`src/rtl/elevator_request_scheduler.sv`:
```
// SCAN scheduler ahead of the elevator core: latches call buttons into a pending set,
// retires floors when the door opens there, and registers the next target floor.
module elevator_request_scheduler #(
    parameter int N_FLOORS = 16,
    parameter int FLOOR_W  = 4
) (
    input  logic                clk,
    input  logic                reset,
    input  logic                Emergency,
    input  logic [N_FLOORS-1:0] button_press,
    input  logic [FLOOR_W-1:0]  current_floor,
    input  logic                door_status,
    output logic [FLOOR_W-1:0]  floor_request,
    output logic                request_valid,
    output logic [1:0]          sched_dir,
    output logic [N_FLOORS-1:0] pending
);

    typedef enum logic [1:0] {
        DIR_IDLE = 2'b00,
        DIR_UP   = 2'b01,
        DIR_DOWN = 2'b10
    } dir_e;

    dir_e                dir_q, dir_d;
    logic [N_FLOORS-1:0] pending_q, pending_d;
    logic [FLOOR_W-1:0]  floor_request_q, floor_request_d;
    logic                request_valid_q, request_valid_d;

    logic [FLOOR_W-1:0]  cf_eff;
    logic [FLOOR_W-1:0]  up_tgt, dn_tgt;
    logic                here, above, below;

    // An out-of-range floor report behaves as the top floor for the sweep.
    always_comb begin
        if (int'(current_floor) >= N_FLOORS) begin
            cf_eff = FLOOR_W'(N_FLOORS - 1);
        end else begin
            cf_eff = current_floor;
        end
    end

    // Nearest pending floor in each direction; scanning with an integer index
    // keeps the pending vector from ever being addressed out of range.
    always_comb begin
        here   = 1'b0;
        above  = 1'b0;
        below  = 1'b0;
        up_tgt = cf_eff;
        dn_tgt = cf_eff;
        for (int i = N_FLOORS - 1; i >= 0; i--) begin
            if (pending_q[i] && i > int'(cf_eff)) begin
                above  = 1'b1;
                up_tgt = FLOOR_W'(i);
            end
        end
        for (int i = 0; i < N_FLOORS; i++) begin
            if (pending_q[i] && i < int'(cf_eff)) begin
                below  = 1'b1;
                dn_tgt = FLOOR_W'(i);
            end
            if (pending_q[i] && i == int'(cf_eff)) begin
                here = 1'b1;
            end
        end
    end

    // A press at the floor whose door is open is dropped: the clear term wins.
    always_comb begin
        pending_d = '0;
        for (int i = 0; i < N_FLOORS; i++) begin
            if (!Emergency && !(door_status && int'(current_floor) == i)) begin
                pending_d[i] = pending_q[i] | button_press[i];
            end
        end
    end

    always_comb begin
        dir_d           = dir_q;
        floor_request_d = current_floor;
        request_valid_d = 1'b0;
        case (dir_q)
            DIR_IDLE: dir_d = above ? DIR_UP : (below ? DIR_DOWN : DIR_IDLE);
            DIR_UP:   dir_d = above ? DIR_UP : (below ? DIR_DOWN : DIR_IDLE);
            DIR_DOWN: dir_d = below ? DIR_DOWN : (above ? DIR_UP : DIR_IDLE);
            default:  dir_d = DIR_IDLE;
        endcase
        if (Emergency) begin
            dir_d = DIR_IDLE;
        end else if (here) begin
            floor_request_d = cf_eff;
            request_valid_d = 1'b1;
        end else if (dir_d == DIR_UP) begin
            floor_request_d = up_tgt;
            request_valid_d = 1'b1;
        end else if (dir_d == DIR_DOWN) begin
            floor_request_d = dn_tgt;
            request_valid_d = 1'b1;
        end
    end

    always_ff @(posedge clk or posedge reset) begin
        if (reset) begin
            dir_q           <= DIR_IDLE;
            pending_q       <= '0;
            floor_request_q <= '0;
            request_valid_q <= 1'b0;
        end else begin
            dir_q           <= dir_d;
            pending_q       <= pending_d;
            floor_request_q <= floor_request_d;
            request_valid_q <= request_valid_d;
        end
    end

    assign floor_request = floor_request_q;
    assign request_valid = request_valid_q;
    assign sched_dir     = dir_q;
    assign pending       = pending_q;

endmodule

```
`config.mk`:
```
export PLATFORM = sky130hd
export DESIGN_NAME = elevator_request_scheduler
export DESIGN_NICKNAME = d
export VERILOG_FILES = /design/src/rtl/elevator_request_scheduler.sv
export SDC_FILE = /design/constraint.sdc
export NUM_CORES = 1
export LEC_CHECK = 0
export ABC_AREA = 0
export CAP_MARGIN = 20
export CORE_MARGIN = 1.5
export CORE_UTILIZATION = 55
export DETAILED_ROUTE_END_ITERATION = 7
export PLACE_DENSITY = 0.84
export SLEW_MARGIN = 15
export SYNTH_ARGS = -nofsm -noshare
export SYNTH_HDL_FRONTEND = slang
export SYNTH_SLANG_ARGS = --single-unit
```
`constraint.sdc`:
```
create_clock -name clk -period 5.7 [get_ports clk]
set_input_delay 1.14 -clock clk [delete_from_list [all_inputs] [get_ports clk]]
set_output_delay 1.14 -clock clk [all_outputs]
set_load 0.05 [all_outputs]
```
# Word-level counts from Yosys, hierarchy flattened
# Index checks and enable logic that the tools add are counted.
[op_classes]
n_addsub = 0
mul = 0
n_div = 0
magnitude_cmp = 30
n_eq_ne = 34
shifts = 0
muxes = 106
bitwise = 16
reduce_logical = 98
[op_table]
columns = ["operator", "n"]
rows = [
  ["$mux 4", 34],
  ["$logic_and 1x1->1", 78],
  ["$mux 1", 67],
  ["$eq 4x4->1 const A", 8],
  ["$eq 4x4->1 const B", 8],
  ["$gt 4x4->1 const A", 8],
  ["$lt 4x4->1 const A", 7],
  ["$logic_not 1->1", 17],
  ["$eq 3x4->1 const A", 4],
  ["$eq 4x3->1 const B", 4],
  ["$gt 3x4->1 const A", 4],
  ["$lt 3x4->1 const A", 4],
  ["$or 1x1->1", 16],
  ["$eq 2x4->1 const A", 2],
  ["$eq 4x2->1 const B", 2],
  ["$gt 2x4->1 const A", 2],
  ["$lt 1x4->1 const A", 2],
  ["$lt 2x4->1 const A", 2],
  ["$mux 2", 4],
  ["$eq 1x4->1 const A", 1],
  ["$eq 2x1->1 const B", 2],
  ["$eq 2x2->1 const B", 2],
  ["$eq 4x1->1 const B", 1],
  ["$gt 1x4->1 const A", 1],
  ["4 further kinds", 4],
]
[totals]
register_bits = 23
latchBits = 0
ram_bits = 0
mem_bits_ro = 0
in_bits = 24
output_inout_bits = 23
n_memories = 0

# Depth between registers and ports, before layout
# Gate-level depths: netlist of the first run.
[logic_depth]
word_depth = 25
depth_mapped = 16
depth_no_buf = 13

# Worst setup path after synthesis of the first run
# OpenSTA, ideal clock, no wires.
[synth_timing]
kind = "in2reg"
startpoint = "input current_floor[3]"
endpoint = "register floor_request_q[0], in the netlist floor_request[0]"
setup_time_ps = 122
arrival_ps = 3748
t_required_ps = 5578
setup_slack_ps = 1830
stages = 16
cell_sequence = "buf_2 -> buf_2 -> buf_2 -> nand3_1 -> a222oi_1 -> nand4_1 -> nor4_1 -> o21ai_0 -> inv_1 -> ha_1 -> inv_1 -> a21o_1 -> a41oi_1 -> o21ai_0 -> and2b_2 -> a32o_1"
[synth_between]
elab_chain_len = 25
[synth_rtl]
columns = ["element", "line_no", "text"]
rows = [
  ["start: declaration", "11", "input logic [FLOOR_W-1:0] current_floor,"],
  ["$gt 4x4->1 or $lt 1x4->1 (tied branches)", "52, 58", ""],
  ["$logic_and 1x1->1 (on tied branches)", "52, 58", ""],
  ["$mux 1 (on tied branches) (15 in series)", "52, 58", ""],
  ["$mux 1 or $mux 2 (tied branches)", "85, 83, 84", ""],
  ["$mux 2 (on tied branches)", "85, 83, 84", ""],
  ["$pmux 2 s2", "82", "case (dir_q)"],
  ["$eq 2x2->1", "96", "end else if (dir_d == DIR_DOWN) begin"],
  ["$mux 4", "96", ""],
  ["$mux 4", "93", "end else if (dir_d == DIR_UP) begin"],
  ["$mux 4 (*)", "90", "end else if (here) begin"],
  ["$mux 4 (*)", "88", "if (Emergency) begin"],
  ["via floor_request_d[0]", "27", "logic [FLOOR_W-1:0] floor_request_q, floor_request_d;"],
  ["end signal: assignment", "111", "floor_request_q <= floor_request_d;"],
  ["end: declaration", "27", ""],
]
# The timed path passes the listed nets; every way through them passes the cells marked *.

# Final worst setup path of the first run
[layout_timing]
startpoint = "input current_floor[2]"
endpoint = "register floor_request_q[0], in the netlist floor_request[0]"
# Same word-level chain as after synthesis.

==> metrics.csv, run 1 <==
stage,metric,value,unit
run_status,status,"complete, no violations",
drt,first_iter_violations,456,
global_routing,grt_pass1_vias,2208,
clock_tree,cts-root-buf,clkbuf_8,
floorplanning,core-area,0.00369,mm^2
clock_tree,cts.sinks,23,
clock_tree,cts_made_buffers,3,
timing,hold_violations,0,
hold_path,hp-class,reg -> reg,
timing,fmax,214,MHz
timing,drv_slew,0,
setup_path,reg2reg_from,pending[4],
clock_tree,tritoncts,yes,
floorplanning,start_util,57.9,%
power,p_comb_share,45.5,%
floorplanning,die_area,0.00426,mm^2
power,p_clk_share,19.2,%
power,internal-power,334,uW
setup_path,worstReg2RegEnd,floor_request[0],
floorplanning,rows,22,
global_routing,grt_overflow,0,
drt,routed_wl,7010,um
hold_path,holdCritStartpoint,pending[15],
drt,viasPerCell,6.68,
global_routing,antenna_found_initial,0,
clock_tree,clkSlewWorstSetupHoldPaths,0.09,ns
timing,hold_ws,0.655,ns
setup_path,r2r_slack,2.36,ns
power,p_sw,247,uW
yosys,syn-num-nets,308,
power,max-vdd-ir-drop,0.120,mV
yosys,synth-edff-count,0,
timing,rsz0062_at_grt,false,
timing,fin_crit_sh,81.8,%
timing,fin_skew,0.00900,ns
finish,num_antenna_cells,0,
finish,final_common_cell,clkdlybuf4s50_1,
place,portBuffers,46,
place,hpwl,5100,um
timing,finalSetupViolCount,0,
drt,drcViolationCount,0,
yosys,synth-seq-area-share,27.0,%
clock_tree,clock_latency,0.28,ns
power,pwr-share-seq,35.3,%
setup_path,crit_path_start_kind,primary input,
yosys,ys_top_cells_by_area,"dfrtp_1, nor2_1, a211oi_1",
setup_path,arrival,4.83,ns
drt,routed-via-count,2424,
finish,nets,342,
yosys,ys.flop_type,dfrtp_1,
hold_path,hold_depth,2,
clock_tree,ctsHoldBuffers,0,
place,place.gp.congestion,0.953,
finish,final_cell_mix,"clkdlybuf4s50_1, nor2_1, dfrtp_1, nand2_1, o21ai_0",
yosys,yosys.area.top_type_share,27.0,%
setup_path,crit_type,in -> reg,
power,swShare,42.5,%
finish,area_growth,24.1,%
global_routing,track_usage,34.8,%
power,power_density,219,mW/mm^2
yosys,ys_types,57,
yosys,synth_top_area_cell,dfrtp_1,
floorplanning,die_width,65.3,um
drt,firstDrtPassIters,5,
setup_path,reg2reg_depth,12,
timing,period_minus_slack,4.66,ns
timing,worstMarginPinSlew,0.913,ns
yosys,synth-seq-cells,23,
yosys,postSynthAreaPerCell,7.57,um^2
clock_tree,cts_resized,0,
clock_tree,cts_max_level,1,
finish,drive_gt1_share,9.52,%
global_routing,grt_pass1_wl,11400,um
timing,fin_setup_tns,0,ns
flow_run,drv_cap,0,
global_routing,grt_max_degree,32,
yosys,ys_warn_count,0,
yosys,syn_inst,282,
clock_tree,postCtsSetupRepairBufs,0,
yosys,mappedNetlistArea,0.00213,mm^2
setup_path,crit_fanout,27,
hold_path,min_delay_worst_endpoint,pending[15],
timing,slew-limit-headroom,39.0,%
floorplanning,ios,47,
floorplanning,die_h,65.3,um
yosys,async_flop_share,100,%
setup_path,required,5.87,ns
power,p_leak,0.00105,uW
setup_path,endpoint_kind,register,
clock_tree,cts_buffer_depth,2,
drt,ant_nets,0,
drt,wl_per_cell,19.3,um
worst max-delay path, cell delays in order:
cell and delay [ns]:
clkdlybuf4s50_1 1.05, nand2_1 0.34, a222oi_1 0.33, nand4_1 0.18, nor4_1 0.27, o21ai_0 0.19
inv_1 0.09, ha_1 0.17, inv_1 0.11, a21o_1 0.19, a41oi_1 0.20, o21ai_0 0.11
and2b_2 0.20, a32o_1 0.24
cell usage after synthesis, types with 2 or more instances:
library cell / instances
inv_1: 9
o21a_1: 2
nor2_1: 37
nand4_1: 4
clkbuf_1: 8
nor3_1: 6
nand3b_1: 4
buf_2: 16
a41oi_1: 2
and2_1: 3
and2b_2: 2
a21o_1: 3
nor4_1: 3
a311oi_1: 5
o22ai_1: 6
a31o_2: 2
mux2_2: 3
buf_1: 2
a221oi_1: 3
and3_1: 5
or2_2: 2
nand2b_1: 6
a21boi_0: 2
o31ai_1: 6
o21ba_2: 3
o311ai_0: 3
a222oi_1: 2
nor2b_1: 5
a211oi_1: 16
ha_1: 2
nand3_1: 5
nand2_1: 21
mux2i_1: 2
nor3b_1: 2
a211o_1: 2
o21ai_0: 19
dfrtp_1: 23
a21oi_1: 17
final cells by class:
| cell class | count | area [um^2] |
|---|---|---|
| fill | 309 | 1040 |
| clock inverter | 1 | 7.51 |
| tap | 48 | 60.1 |
| clock buffer | 3 | 41.3 |
| sequential | 23 | 576 |
| inverter | 9 | 33.8 |
| timing repair buffer | 56 | 536 |
| multi-input combinational | 223 | 1400 |
power by group through the flow:
| stage | Clock (uW) | Sequential (uW) | Combinational, uW |
|---|---|---|---|
| 3_3_place_gp | 0 | 207 | 260 |
| 3_5_place_dp | 0 | 207 | 260 |
| 4_1_cts | 112 | 204 | 261 |
| 5_1_grt | 118 | 208 | 282 |
| 6_report | 112 | 205 | 264 |
| 2_1_floorplan | 0 | 251 | 129 |
routing by layer:
| layer | part of all wire, % | global-route usage [%] | up-vias |
|---|---|---|---|
| met5 | 0 | 0 | - |
| met4 | 1.4 | 7.55 | 0 |
| met3 | 12 | 4.97 | 11 |
| met2 | 44 | 53.7 | 167 |
| met1 | 43 | 51.7 | 1122 |
| li1 | - | - | 1124 |
logic make-up after synthesis:
| group | Yosys count | share of synthesized area [%] |
|---|---|---|
| flip-flops | 23 | 27.0 |
| AND/OR/NAND/NOR | 112 | 26.9 |
| AO/OA/AOI/OAI | 103 | 34.4 |
| buffers and inverters | 36 | 7.62 |
| multiplexers | 5 | 2.52 |
| adder cells (fa/ha/maj) | 3 | 1.64 |
per-stage QoR:
stage	power [uW]	std cells	instance area, um^2	utilization, %	setup slack [ns]
floorplan	380	282	2130	-	1.83
global placement	467	359	2600	70.5	1.01
detailed placement	467	359	2600	70.5	0.859
CTS	577	363	2650	71.8	1.14
global route	608	363	2650	71.8	0.712
finish	581	363	2650	71.8	1.04
how the worst max path moves through the flow:
stage                          start  slack (ns)          endpoint  cells after the start
floorplan           current_floor[3]        1.83  floor_request[0]                     16
global placement    current_floor[2]        1.01  floor_request[0]                     13
detailed placement  current_floor[2]        0.86  floor_request[0]                     13
CTS                 current_floor[3]        1.14  floor_request[0]                     15
global route        current_floor[2]        0.71  floor_request[0]                     13
finish              current_floor[2]        1.04  floor_request[0]                     14
registers in the layout, indices dropped and copies added, names as in the netlist:
name           flops
pending           16
floor_request      4
sched_dir          2
request_valid      1
No activity file was read; power rests on OpenSTA's default activity.
==> inputs of run 2 (changes only) <==
--- a/config.mk
+++ b/config.mk
@@ -8,9 +8,9 @@
 export ABC_AREA = 0
 export CAP_MARGIN = 20
 export CORE_MARGIN = 1.5
-export CORE_UTILIZATION = 55
+export CORE_UTILIZATION = 51
 export DETAILED_ROUTE_END_ITERATION = 7
-export PLACE_DENSITY = 0.84
+export PLACE_DENSITY = 0.78
 export SLEW_MARGIN = 15
 export SYNTH_ARGS = -nofsm -noshare
 export SYNTH_HDL_FRONTEND = slang
==> constraint.sdc (replaced) <==
create_clock -name clk -period 4.3 [get_ports clk]
set_input_delay 0.86 -clock clk [delete_from_list [all_inputs] [get_ports clk]]
set_output_delay 0.86 -clock clk [all_outputs]
set_load 0.05 [all_outputs]
==> metrics.csv, run 2 (synthesis gave the netlist of run 1 again) <==
stage,metric,value,unit,change
clock_tree,tritoncts,yes,,unchanged
global_routing,grt_pass1_vias,2142,,was 2208
floorplanning,ios,47,,unchanged
finish,num_antenna_cells,0,,unchanged
finish,multi_input_area,0.00140,mm^2,unchanged
finish,drive_gt1_share,12.3,%,was 9.52%
floorplanning,die_h,67.7,um,was 65.3 um
drt,firstDrtPassIters,5,,unchanged
power,p_comb_share,46.8,%,was 45.5%
setup_path,reg2reg_depth,14,,was 12
drt,first_iter_violations,304,,was 456
clock_tree,cts_resized,0,,unchanged
global_routing,grt_max_degree,40,,was 32
finish,nets,352,,was 342
setup_path,required,4.46,ns,was 5.87 ns
setup_path,endpoint_kind,register,,unchanged
setup_path,reg2reg_from,pending[14],,was pending[4]
timing,period_minus_slack,3.95,ns,
floorplanning,core-area,0.00400,mm^2,was 0.00369 mm^2
power,internal-power,452,uW,was 334 uW
power,p_leak,0.00112,uW,was 0.00105 uW
clock_tree,postCtsSetupRepairBufs,0,,unchanged
global_routing,grt_overflow,0,,unchanged
finish,final_cell_mix,"clkdlybuf4s50_1, nor2_1, dfrtp_1, nand2_1, o21ai_0",,unchanged
clock_tree,clock_latency,0.27,ns,was 0.28 ns
setup_path,r2r_slack,1.02,ns,was 2.36 ns
floorplanning,start_util,53.4,%,was 57.9%
power,p_sw,321,uW,was 247 uW
timing,drv_slew,0,,unchanged
floorplanning,die_width,67.7,um,was 65.3 um
finish,seqCellArea,576,um^2,unchanged
power,pwr-share-seq,35.1,%,was 35.3%
power,p_clk_share,18.0,%,was 19.2%
clock_tree,cts_buffer_depth,2,,unchanged
timing,fin_skew,0.00320,ns,was 0.00900 ns
flow_run,drv_cap,0,,unchanged
clock_tree,cts.sinks,23,,unchanged
finish,fill_cells,350,,was 309
timing,hold_violations,0,,unchanged
power,max-vdd-ir-drop,0.226,mV,was 0.120 mV
global_routing,track_usage,32.2,%,was 34.8%
drt,wl_per_cell,18.6,um,was 19.3 um
finish,final_common_cell,clkdlybuf4s50_1,,unchanged
timing,fin_crit_sh,91.9,%,
timing,finalSetupViolCount,0,,unchanged
clock_tree,cts_made_buffers,3,,unchanged
drt,ant_nets,0,,unchanged
finish,largest_reg_flops,16,,unchanged
timing,fin_setup_tns,0,ns,unchanged
clock_tree,cts_max_level,1,,unchanged
place,hpwl,5090,um,was 5100 um
timing,rsz0062_at_grt,false,,unchanged
hold_path,hp-class,reg -> reg,,unchanged
setup_path,crit_type,in -> reg,,unchanged
timing,worstMarginPinSlew,0.886,ns,was 0.913 ns
timing,hold_ws,0.644,ns,was 0.655 ns
floorplanning,die_area,0.00458,mm^2,was 0.00426 mm^2
global_routing,antenna_found_initial,0,,unchanged
run_status,status,"complete, no violations",,unchanged
clock_tree,clkSlewWorstSetupHoldPaths,0.08,ns,was 0.09 ns
setup_path,crit_path_start_kind,primary input,,unchanged
drt,routed-via-count,2471,,was 2424
setup_path,arrival,4.11,ns,was 4.83 ns
clock_tree,cts-root-buf,clkbuf_8,,unchanged
clock_tree,ctsHoldBuffers,0,,unchanged
power,power_density,280,mW/mm^2,was 219 mW/mm^2
drt,drcViolationCount,0,,unchanged
place,place.gp.congestion,0.961,,was 0.953
timing,slew-limit-headroom,40.9,%,was 39.0%
setup_path,cp-startpoint,current_floor[1],,was current_floor[2]
power,swShare,41.5,%,was 42.5%
finish,area_growth,29.4,%,was 24.1%
drt,routed_wl,6980,um,was 7010 um
floorplanning,rows,23,,was 22
timing,fmax,253,MHz,
drt,viasPerCell,6.59,,was 6.68
setup_path,worstReg2RegEnd,floor_request[0],,unchanged
setup_path,worstSetupEndpoint,floor_request[0],,unchanged
place,portBuffers,46,,unchanged
setup_path,crit_fanout,28,,was 27
global_routing,grt_pass1_wl,11000,um,was 11400 um
==> run 2: how the worst min path moves through the flow <==
stage	from	endpoint	slack (ns)	depth (start not counted)
after CTS	sched_dir[1]	sched_dir[0]	0.65	2
final	sched_dir[1]	sched_dir[0]	0.64	2
after global placement	sched_dir[1]	sched_dir[0]	0.63	2
after floorplan	pending[15]	pending[15]	0.83	2
after detailed placement	pending[15]	pending[15]	0.63	2
after global routing	pending[15]	pending[15]	0.68	2
==> run 2: routing by layer <==
metal	part of all wire, %	GRT usage (%)
met3	9.8	3.67
met1	43	47.2
met5	0	0
met4	1.6	12.0
met2	45	48.2
==> run 2: cell type report <==
| class | instances | area share (%) |
|---|---|---|
| clock inverters | 1 | 0.181 |
| clock buffers | 3 | 1.49 |
| inverters | 9 | 1.22 |
| repair buffers | 66 | 23.5 |
| multi-input cells | 223 | 50.5 |
| flip-flops and latches | 23 | 20.8 |
| well taps | 50 | 2.26 |
==> run 2: stage by stage <==
stage / worst slack, ns / instance area, um^2 / total power (uW) / util (%) / instances
2_1_floorplan: 0.710 / 2130 / 504 / - / 282
3_3_place_gp: 0.172 / 2720 / 630 / 67.9 / 371
3_5_place_dp: 0.118 / 2720 / 631 / 67.9 / 371
4_1_cts: 0.395 / 2760 / 771 / 69.1 / 375
5_1_grt: 0.0689 / 2760 / 812 / 69.1 / 375
6_report: 0.349 / 2760 / 773 / 69.1 / 375
==> run 2: power groups by stage <==
| stage | logic [uW] | registers (uW) | clock network [uW] |
|---|---|---|---|
| floorplan | 171 | 333 | 0 |
| global placement | 356 | 274 | 0 |
| detailed placement | 357 | 274 | 0 |
| CTS | 359 | 270 | 143 |
| global route | 389 | 274 | 148 |
| finish | 362 | 272 | 139 |
==> run 2: worst max-delay path, stage by stage <==
cell and delay (ns):
clkdlybuf4s50_1 0.58, buf_12 0.20, nand3_1 0.12, a222oi_1 0.34, nand4_1 0.20, nor4_1 0.25, o21ai_0 0.17, inv_1 0.09
ha_1 0.15, inv_1 0.05, buf_4 0.15, a21o_1 0.17, a41oi_1 0.20, o21ai_0 0.11, and2b_2 0.20, a32o_1 0.25
